==> src/rtl/cpu4_alu_mc_if.sv <==
// Operand/result channel of the multi-cycle cpu4 ALU: valid/ready in, valid/ready out.
interface cpu4_alu_mc_if #(parameter int WIDTH = 32);
  logic             in_valid;
  logic             in_ready;
  logic [3:0]       op;
  logic [WIDTH-1:0] a;
  logic [WIDTH-1:0] b;
  logic             out_valid;
  logic             out_ready;
  logic [WIDTH-1:0] y;
  logic             zero;
  logic             busy;

  modport master (output in_valid, op, a, b, out_ready,
                  input  in_ready, out_valid, y, zero, busy);
  modport slave  (input  in_valid, op, a, b, out_ready,
                  output in_ready, out_valid, y, zero, busy);
endinterface

==> src/rtl/cpu4_alu_mc.sv <==
// Multi-cycle cpu4 EX-stage ALU: single-cycle logic/arith/shift ops plus
// iterative shift-add multiply and restoring unsigned divide/remainder.
module cpu4_alu_mc #(
  parameter int WIDTH     = 32,
  parameter bit MULDIV_EN = 1'b1
) (
  input  logic          clk,
  input  logic          reset,
  cpu4_alu_mc_if.slave  bus
);
  localparam int SHW = $clog2(WIDTH);
  localparam int CW  = $clog2(WIDTH) + 1;

  localparam logic [3:0] OP_ADD  = 4'b0000, OP_SUB  = 4'b0001, OP_AND = 4'b0010,
                         OP_OR   = 4'b0011, OP_XOR  = 4'b0100, OP_SLT = 4'b0101,
                         OP_SLTU = 4'b0110, OP_SLL  = 4'b0111, OP_SRL = 4'b1000,
                         OP_SRA  = 4'b1001, OP_MUL  = 4'b1010, OP_DIVU = 4'b1011,
                         OP_REMU = 4'b1100;

  typedef enum logic [1:0] {IDLE, BUSY, DONE} state_t;

  state_t           state, state_nxt;
  logic [3:0]       op_r;
  logic [WIDTH-1:0] acc, sh, opnd, y_r;
  logic             zero_r;
  logic [CW-1:0]    cnt;

  logic             accept, is_iter;
  logic [SHW-1:0]   shamt;
  logic [WIDTH-1:0] alu_y;
  logic [WIDTH-1:0] acc_nxt, sh_nxt, opnd_nxt, iter_y;
  logic [WIDTH:0]   div_sh;
  logic             div_ge;

  assign bus.in_ready  = (state == IDLE) || ((state == DONE) && bus.out_ready);
  assign bus.out_valid = (state == DONE);
  assign bus.busy      = (state == BUSY);
  assign bus.y         = y_r;
  assign bus.zero      = zero_r;

  assign accept  = bus.in_valid && bus.in_ready;
  assign is_iter = MULDIV_EN && ((bus.op == OP_MUL) || (bus.op == OP_DIVU) || (bus.op == OP_REMU));
  assign shamt   = bus.b[SHW-1:0];

  // Single-cycle result; MUL/DIVU/REMU land here only when MULDIV_EN=0 and read as undefined.
  always_comb begin
    alu_y = '0;
    unique case (bus.op)
      OP_ADD:  alu_y = bus.a + bus.b;
      OP_SUB:  alu_y = bus.a - bus.b;
      OP_AND:  alu_y = bus.a & bus.b;
      OP_OR:   alu_y = bus.a | bus.b;
      OP_XOR:  alu_y = bus.a ^ bus.b;
      OP_SLT:  alu_y = {{(WIDTH-1){1'b0}}, $signed(bus.a) < $signed(bus.b)};
      OP_SLTU: alu_y = {{(WIDTH-1){1'b0}}, bus.a < bus.b};
      OP_SLL:  alu_y = bus.a << shamt;
      OP_SRL:  alu_y = bus.a >> shamt;
      OP_SRA:  alu_y = $unsigned($signed(bus.a) >>> shamt);
      default: alu_y = '0;
    endcase
  end

  // One iteration. MUL: acc=product, sh=multiplier, opnd=multiplicand.
  // DIV: acc=partial remainder, sh=dividend shifting out / quotient shifting in, opnd=divisor.
  // A zero divisor never restores, so the quotient fills with ones and the remainder ends as a.
  always_comb begin
    acc_nxt  = acc;
    sh_nxt   = sh;
    opnd_nxt = opnd;
    div_sh   = {acc, sh[WIDTH-1]};
    div_ge   = div_sh >= {1'b0, opnd};
    if (op_r == OP_MUL) begin
      if (sh[0]) acc_nxt = acc + opnd;
      opnd_nxt = opnd << 1;
      sh_nxt   = sh >> 1;
    end else if (div_ge) begin
      acc_nxt = div_sh[WIDTH-1:0] - opnd;
      sh_nxt  = {sh[WIDTH-2:0], 1'b1};
    end else begin
      acc_nxt = div_sh[WIDTH-1:0];
      sh_nxt  = {sh[WIDTH-2:0], 1'b0};
    end
    iter_y = (op_r == OP_DIVU) ? sh_nxt : acc_nxt;
  end

  always_comb begin
    state_nxt = state;
    unique case (state)
      IDLE:    if (accept) state_nxt = is_iter ? BUSY : DONE;
      BUSY:    if (cnt == CW'(1)) state_nxt = DONE;
      DONE: begin
        if (accept)             state_nxt = is_iter ? BUSY : DONE;
        else if (bus.out_ready) state_nxt = IDLE;
      end
      default: state_nxt = IDLE;
    endcase
  end

  always_ff @(posedge clk) begin
    if (reset) state <= IDLE;
    else       state <= state_nxt;
  end

  always_ff @(posedge clk) begin
    if (reset) begin
      op_r   <= '0;
      acc    <= '0;
      sh     <= '0;
      opnd   <= '0;
      cnt    <= '0;
      y_r    <= '0;
      zero_r <= 1'b0;
    end else if (accept) begin
      op_r <= bus.op;
      cnt  <= CW'(WIDTH);
      acc  <= '0;
      sh   <= (bus.op == OP_MUL) ? bus.b : bus.a;
      opnd <= (bus.op == OP_MUL) ? bus.a : bus.b;
      if (!is_iter) begin
        y_r    <= alu_y;
        zero_r <= (alu_y == '0);
      end
    end else if (state == BUSY) begin
      acc  <= acc_nxt;
      sh   <= sh_nxt;
      opnd <= opnd_nxt;
      cnt  <= cnt - CW'(1);
      if (cnt == CW'(1)) begin
        y_r    <= iter_y;
        zero_r <= (iter_y == '0);
      end
    end
  end
endmodule

==> src/flat_wrapper.sv <==
// flat-port wrapper written by rule: the top's interface ports become plain ports
module cpu4_alu_mc_flat 
#(
  parameter int WIDTH     = 32,
  parameter bit MULDIV_EN = 1'b1
)
  (clk, reset, bus_in_valid, bus_op, bus_a, bus_b, bus_out_ready, bus_in_ready, bus_out_valid, bus_y, bus_zero, bus_busy);
  cpu4_alu_mc_if #(.WIDTH(WIDTH)) bus_i ();
  input  logic clk;
  input  logic reset;
  input wire logic [$bits(bus_i.in_valid)-1:0] bus_in_valid;
  input wire logic [$bits(bus_i.op)-1:0] bus_op;
  input wire logic [$bits(bus_i.a)-1:0] bus_a;
  input wire logic [$bits(bus_i.b)-1:0] bus_b;
  input wire logic [$bits(bus_i.out_ready)-1:0] bus_out_ready;
  output wire logic [$bits(bus_i.in_ready)-1:0] bus_in_ready;
  output wire logic [$bits(bus_i.out_valid)-1:0] bus_out_valid;
  output wire logic [$bits(bus_i.y)-1:0] bus_y;
  output wire logic [$bits(bus_i.zero)-1:0] bus_zero;
  output wire logic [$bits(bus_i.busy)-1:0] bus_busy;
  assign bus_i.in_valid = bus_in_valid;
  assign bus_i.op = bus_op;
  assign bus_i.a = bus_a;
  assign bus_i.b = bus_b;
  assign bus_i.out_ready = bus_out_ready;
  assign bus_in_ready = bus_i.in_ready;
  assign bus_out_valid = bus_i.out_valid;
  assign bus_y = bus_i.y;
  assign bus_zero = bus_i.zero;
  assign bus_busy = bus_i.busy;
  cpu4_alu_mc #(.WIDTH(WIDTH), .MULDIV_EN(MULDIV_EN)) u_core (.clk(clk), .reset(reset), .bus(bus_i));
endmodule
==> config.mk <==
export PLATFORM = sky130hd
export DESIGN_NAME = cpu4_alu_mc_flat
export DESIGN_NICKNAME = d
export VERILOG_FILES = /design/src/rtl/cpu4_alu_mc_if.sv /design/src/rtl/cpu4_alu_mc.sv /design/src/flat_wrapper.sv
export SDC_FILE = /design/constraint.sdc
export NUM_CORES = 1
export LEC_CHECK = 0
export BUFFER_PORTS_ARGS = -buffer_cell sky130_fd_sc_hd__buf_2
export CORE_MARGIN = 8
export CORE_UTILIZATION = 45
export CTS_BUF_LIST = sky130_fd_sc_hd__clkbuf_4 sky130_fd_sc_hd__clkbuf_8 sky130_fd_sc_hd__clkbuf_16
export DETAILED_ROUTE_END_ITERATION = 6
export PLACE_DENSITY = 0.62
export SLEW_MARGIN = 20
export SYNTH_ARGS = -nofsm -noshare
export SYNTH_HDL_FRONTEND = slang
export SYNTH_SLANG_ARGS = --single-unit
==> constraint.sdc <==
create_clock -name clk -period 6.4 [get_ports clk]
set_input_delay 0.96 -clock clk [delete_from_list [all_inputs] [get_ports clk]]
set_output_delay 0.96 -clock clk [all_outputs]
set_load 0.01 [all_outputs]
==> results of run 1 <==
[worst reg2reg max path, stage by stage (launching register included)]
cell and delay [ps]:
dfxtp_1 460, inv_1 90, ha_1 440, nand4_1 230, nor4_1 410, a31oi_1 170
and2_1 220, a21oi_2 780, mux2i_1 520, a21oi_1 210, a2111oi_0 460, and4b_1 400
nand4_1 140, or4_1 560, nand3_1 110
[flip-flops by register name (all words and copies together) (netlist names)]
| signal | flops |
|---|---|
| u_core.bus.y | 32 |
| u_core.op_r | 4 |
| u_core.acc | 32 |
| u_core.bus.zero | 1 |
| u_core.sh | 32 |
| u_core.cnt | 6 |
| u_core.opnd | 32 |
| u_core.state | 2 |
[cells by family after synthesis]
kind of cell             share of synthesized area (%)
multiplexers                                      13.8
AO/OA/AOI/OAI                                     32.7
AND/OR/NAND/NOR                                   21.2
buffers and inverters                             7.54
flip-flops                                        12.9
XOR/XNOR                                          2.16
adder cells (fa/ha/maj)                           9.78
[stage by stage]
step / setup WS (ps) / hold WS, ps / cell area, um2 / utilization, %
6_report: 1120 / 461 / 23500 / 48.4
5_1_grt: 973 / 482 / 23500 / 48.4
4_1_cts: 1330 / 462 / 23500 / 48.4
3_5_place_dp: 1010 / 452 / 22900 / 47.2
3_3_place_gp: 1020 / 437 / 22900 / 47.2
2_1_floorplan: 1310 / 440 / 21900 / -
[area by class of cell]
cell class | instances | share of cell area, %
antenna | 2 | 0.0213
clock buffer | 17 | 1.81
clock inverter | 15 | 0.729
inverter | 149 | 2.38
multi-input combinational | 2512 | 74.6
sequential | 141 | 12.0
tap | 622 | 3.31
timing repair buffer | 194 | 5.18
[cells in the mapped netlist (12+ instances only)]
library cell  number
a221oi_1          15
or3_1             12
ha_1             165
xor2_1            22
a21oi_1          313
nor3_1            78
buf_1             35
clkbuf_1         207
a211o_1           13
nand4_1           25
dfxtp_1          141
a21o_1            39
a2111oi_0         17
o221ai_1          12
xnor2_1           32
mux2_2            13
nand2_1          309
o31ai_1           18
nand3_1           67
o21a_1            23
o211ai_1          56
and2_1            18
mux2i_1          125
nor2_1           337
and3_1            26
o21bai_1          18
a221o_1           12
nor2b_1           32
nor4_1            23
buf_2             20
a211oi_1         151
mux4_2            72
a22oi_1           23
a311oi_1          18
nand2b_1          22
inv_1            148
o22ai_1           24
a31oi_1           43
o21ai_0          135
[final timing paths]
check	startpoint	to	slack [ps]	cells past startpoint
max	u_core.opnd[9]$_SDFFE_PP0P_	u_core.bus.zero$_SDFFE_PP0P_	1120	14
min	u_core.bus.y[3]$_SDFFE_PP0P_	u_core.bus.y[3]$_SDFFE_PP0P_	460	2
max reg2reg	u_core.opnd[9]$_SDFFE_PP0P_	u_core.bus.zero$_SDFFE_PP0P_	1120	14
min reg2reg	u_core.bus.y[3]$_SDFFE_PP0P_	u_core.bus.y[3]$_SDFFE_PP0P_	460	2
[routing by layer]
metal	vias to the layer above	track usage, %
met5	-	0
met4	2	27.2
met3	342	6.00
met2	1644	62.6
met1	12353	45.8
li1	11404	-
[power breakdown]
part / leakage (nW) / switching [mW] / internal (mW) / total [mW]
registers: 1.15 / 0.0743 / 0.936 / 1.01
logic: 7.91 / 1.31 / 0.667 / 1.98
clock network: 0.293 / 0.487 / 0.559 / 1.05
total: 9.36 / 1.87 / 2.16 / 4.03
==> reports/metrics.cfg, run 1 <==
[outcome]
status=finished with violations
failed_checks=design-rule violations

[placement]
placed_cells=3618
portBuffers=107
dp_hpwl_um=87600
gp_congestion=1.07

[timing]
worstMarginPinSlew_ps=1280
finalCritPeriodShare_pct=82.4
skew_ps=11.2
maxSlewViolCount=0
min_period_ps=5280
max_freq_ghz=0.190
hold_viol_final=0
rsz0062_at_grt=no
fin_tns_setup_ps=0
max-slew-margin-rel_pct=13.6
finalSetupViolations=0

[global_route]
grt.overflow.total=0
antenna_found_initial=3
grtUsageTotal_pct=38.4
grt_pass1_wl_um=164000
grt_pass1_vias=24224
grt_start_max_net_pins=99

[clock_network]
root_buffer=clkbuf_16
post_cts_resized=0
numCtsBuffers=17
htreeDepth=4
cts_sinks=141
cts.clk_slew.worst_paths_ps=70
clock_path_buffers=2
cts_hold_buf=0
clock_latency_ps=460
cts_tree=done
cts_setup_buffers=0

[floorplanning]
dieArea_um2=56100
core-area_um2=48500
chipHeight_um=237
num_rows=81
start_util_pct=45.2
die_x_um=237
io_pins=108

[route]
wirelength_met1_um=41500
antenna_left=0
vias=25745
drc=8
wl_per_cell_um=30.7
wl_um=112000
via_per_inst=7.05
first_pass_iters=7
route.met3.wl_um=10000
top_layer=met5
first_iter_violations=3256
wl_met2_um=51300

[logic_synthesis]
synth_top_area_share_pct=12.9
synth_cell_type_count=90
ys_seq_elements=141
syn_avg_cell_area_um2=7.14
synth_top_area_cell=dfxtp_1
synth-main-ff-cell=dfxtp_1
yosysSeqAreaShare_pct=12.9
yosysWarnings=0
syn_area_um2=21900
synthTopCellsByArea=dfxtp_1 (13%), ha_1 (9.4%), mux4_2 (7.4%)
synthArstFlopShare_pct=0
synth-edff-count=0
syn_nets=3314
synthCells=3073

[worst_setup_path]
path_common_cell=nand4_1
critical_path_class=reg -> reg
cp_data_arrival_time_ps=5670
path_buf_inv=1
worst-path-max-fanout=12
cp.required_ps=6800
crit_slowest_cell=a21oi_2
start_kind=flop
path_cells=inv_1 -> ha_1 -> nand4_1 -> nor4_1 -> a31oi_1 -> and2_1 -> a21oi_2 -> mux2i_1 -> a21oi_1 -> a2111oi_0 -> and4b_1 -> nand4_1 -> or4_1 -> nand3_1
end_kind=flop
max_stage_delay_ps=780
critPathTopFamily=simple AND/OR/NAND/NOR gates

[power_and_ir_drop]
finalPower_mw=4.03
p_leak_nw=9.36
peakVddDrop_v=0.000142
power.density_nw_per_um2=171

[finish]
final_common_cell=nor2_1
fillers=4957
final_cell_mix=nor2_1 (336), a21oi_1 (311), nand2_1 (308)
multi_input_area_um2=17500
seqCellArea_um2=2820
area_growth_pct=7.20
final_nets=3256
final_cell_count_no_fill=3652
layout-drive-gt1-share_pct=11.7

[job]
drv_cap=0

[worst_hold_path]
hp-class=reg -> reg

Power figures use the tool's default switching activity.
==> inputs of run 2 (changes only) <==
--- a/config.mk
+++ b/config.mk
@@ -10,7 +10,7 @@
 export CORE_UTILIZATION = 45
 export CTS_BUF_LIST = sky130_fd_sc_hd__clkbuf_4 sky130_fd_sc_hd__clkbuf_8 sky130_fd_sc_hd__clkbuf_16
 export DETAILED_ROUTE_END_ITERATION = 6
-export PLACE_DENSITY = 0.62
+export PLACE_DENSITY = 0.64
 export SLEW_MARGIN = 20
 export SYNTH_ARGS = -nofsm -noshare
 export SYNTH_HDL_FRONTEND = slang
==> constraint.sdc (replaced) <==
create_clock -name clk -period 4.35 [get_ports clk]
set_input_delay 0.6525 -clock clk [delete_from_list [all_inputs] [get_ports clk]]
set_output_delay 0.6525 -clock clk [all_outputs]
set_load 0.01 [all_outputs]
==> run 2 against run 1 <==
Compared with the run above:
- the run now ends clean
- sequential share of layout area down 1.5 points
- cell area up 14%
- clock power up 50%
- cell count up 11%
- critical path type unchanged
- first-iteration DRC count up 2.8%
- routed wire length up 4.4%
- largest cell class unchanged
- power up 62%
- setup slack worse by 1000 ps
- register-to-register slack worse by 1000 ps
- utilization up 6.9 points
- sequential power up 47%
- critical path depth up 3
==> reports/metrics.cfg, run 2 (synthesis gave the netlist of run 1 again) <==
[outcome]
status=complete, no violations

[floorplanning]
chipHeight_um=237  ; unchanged
die_x_um=237  ; unchanged
io_pins=108  ; unchanged
core-area_um2=48500  ; unchanged
start_util_pct=45.2  ; unchanged
num_rows=81  ; unchanged
dieArea_um2=56100  ; unchanged

[worst_setup_path]
path_cells=inv_2 -> ha_1 -> fa_1 -> nand2b_1 -> a211oi_2 -> buf_4 -> o21ai_1 -> nand3b_1 -> o21bai_1 -> o311a_1 -> mux2i_1 -> a211o_1 -> buf_4 -> nor4_2 -> nand4_1 -> or4_1 -> nand3_1
crit_slowest_cell=or4_1
cp-endpoint=u_core.bus.zero$_SDFFE_PP0P_
startpoint=u_core.sh[31]$_SDFFE_PP0P_
path_common_cell=buf_4
regToRegStartpoint=u_core.sh[31]$_SDFFE_PP0P_
r2r_setup_slack_ps=90  ; -1030 ps
r2r_cells=17  ; +3
cp_data_arrival_time_ps=4660  ; -1010 ps
max_stage_delay_ps=500  ; -280 ps
worst-path-max-fanout=3  ; -9
r2r_end=u_core.bus.zero$_SDFFE_PP0P_
start_kind=flop
cp.required_ps=4750  ; -2050 ps
end_kind=flop
critical_path_class=reg -> reg

[placement]
dp_hpwl_um=92600  ; +5.7%
portBuffers=107  ; unchanged
gp_congestion=1.07  ; -0.68%
place_ws_ps=-228  ; -1240 ps

[timing]
fin_ws_ps=90.0  ; -1030 ps
fin_tns_setup_ps=0  ; unchanged
finalCritPeriodShare_pct=97.9  ; +15 points
skew_ps=15.5  ; +4.30 ps
max_freq_ghz=0.235  ; +24%
finalSetupViolations=0  ; unchanged
worstMarginPinSlew_ps=1230  ; -49.5 ps
maxSlewViolCount=0  ; unchanged
hold_viol_final=0  ; unchanged
max-slew-margin-rel_pct=16.9  ; +3.3 points
min_period_ps=4260  ; -1020 ps

[worst_hold_path]
min_from=u_core.bus.y[1]$_SDFFE_PP0P_
hp-class=reg -> reg

[power_and_ir_drop]
power.density_nw_per_um2=244  ; +42%
p_leak_nw=11.3  ; +21%
peakVddDrop_v=0.000214  ; +51%

[route]
via_per_inst=6.80  ; -3.5%
wl_per_cell_um=29.0  ; -5.6%
drc=0  ; -8
antenna_left=0  ; unchanged
vias=27479  ; +6.7%
first_pass_iters=6  ; -1
first_iter_violations=3347  ; +2.8%
wl_um=117000  ; +4.4%

[finish]
layout-drive-gt1-share_pct=23.1  ; +11 points
final_common_cell=buf_4
seqCellArea_um2=2830  ; +0.27%
final_cell_mix=buf_4 (457), nor2_1 (336), nand2_1 (308)
final_nets=3642  ; +12%
area_growth_pct=22.6
multi_input_area_um2=17800  ; +1.5%
fillers=4765  ; -3.9%

[global_route]
grt.overflow.total=0  ; unchanged
antenna_found_initial=9  ; +6
grtUsageTotal_pct=40.0  ; +1.6 points
grt_pass1_wl_um=171000  ; +4.5%
grt_pass1_vias=26201  ; +8.2%
grt_start_max_net_pins=163  ; +65%

[clock_network]
cts_hold_buf=0  ; unchanged
clock_latency_ps=460  ; about the same
clock_path_buffers=2  ; unchanged
cts.clk_slew.worst_paths_ps=60  ; about the same
numCtsBuffers=17  ; unchanged
htreeDepth=4  ; unchanged
cts_tree=done
cts_sinks=141  ; unchanged
root_buffer=clkbuf_16

[job]
drv_cap=0  ; unchanged

[run 2: report_power, final]
| group | internal, mW | leakage [nW] | total (mW) | switching (mW) |
|---|---|---|---|---|
| Clock | 0.917 | 0.300 | 1.58 | 0.664 |
| Combinational | 1.39 | 9.86 | 3.50 | 2.11 |
| Sequential | 1.38 | 1.16 | 1.48 | 0.0977 |
[run 2: metal layers]
layer	vias up	global-route usage, %	share of wire, %
met3	489	7.03	9.2
met4	6	31.4	9.1
li1	12169	-	-
met5	-	0	0.034
met2	1734	63.8	45
met1	13081	47.1	37
[run 2: area by class of cell]
type / instances / area share, %
Multi-Input combinational cell: 2512 / 66.2
Timing Repair Buffer: 580 / 16.0
Sequential cell: 141 / 10.5
Tap cell: 622 / 2.89
Inverter: 149 / 2.08
Clock buffer: 18 / 1.63
Clock inverter: 14 / 0.619
Antenna cell: 5 / 0.0465
[run 2: what timing repair did]
item | 4_1_cts | 5_1_grt
setup buffers | 0 | 3
gates resized for setup | 3 | 55
pin swaps | 0 | 12
setup endpoints to repair | 1 | 4
[run 2: worst max-delay path: cells and delay by family (launching register included)]
kind	cells	cell delay, ps
buffers and inverters	3	420
multiplexers	1	170
AND/OR/NAND/NOR	6	1320
flip-flops	1	350
AO/OA/AOI/OAI	5	1270
adder cells (fa/ha/maj)	2	650
[run 2: worst min-delay path by stage]
stage                     slack (ps)                      endpoint  cells after the start
after global routing             470  u_core.bus.y[1]$_SDFFE_PP0P_                      2
final                            450  u_core.bus.y[1]$_SDFFE_PP0P_                      2
after CTS                        450  u_core.bus.y[7]$_SDFFE_PP0P_                      2
after global placement           440  u_core.bus.y[7]$_SDFFE_PP0P_                      2
after floorplan                  440   u_core.op_r[2]$_SDFFE_PP0P_                      2
after detailed placement         440  u_core.bus.y[7]$_SDFFE_PP0P_                      2
[run 2: through the flow]
| step | hold WS, ps | util (%) | cell area (um2) | power, mW | std cells |
|---|---|---|---|---|---|
| after global placement | 438 | 53.5 | 26000 | 4.77 | 4001 |
| after CTS | 453 | 54.8 | 26600 | 6.37 | 4033 |
| after detailed placement | 445 | 53.5 | 26000 | 4.79 | 4001 |
| final | 452 | 55.4 | 26900 | 6.55 | 4041 |
| after global routing | 472 | 55.4 | 26900 | 6.78 | 4039 |
| after floorplan | 440 | - | 22000 | 3.30 | 3073 |
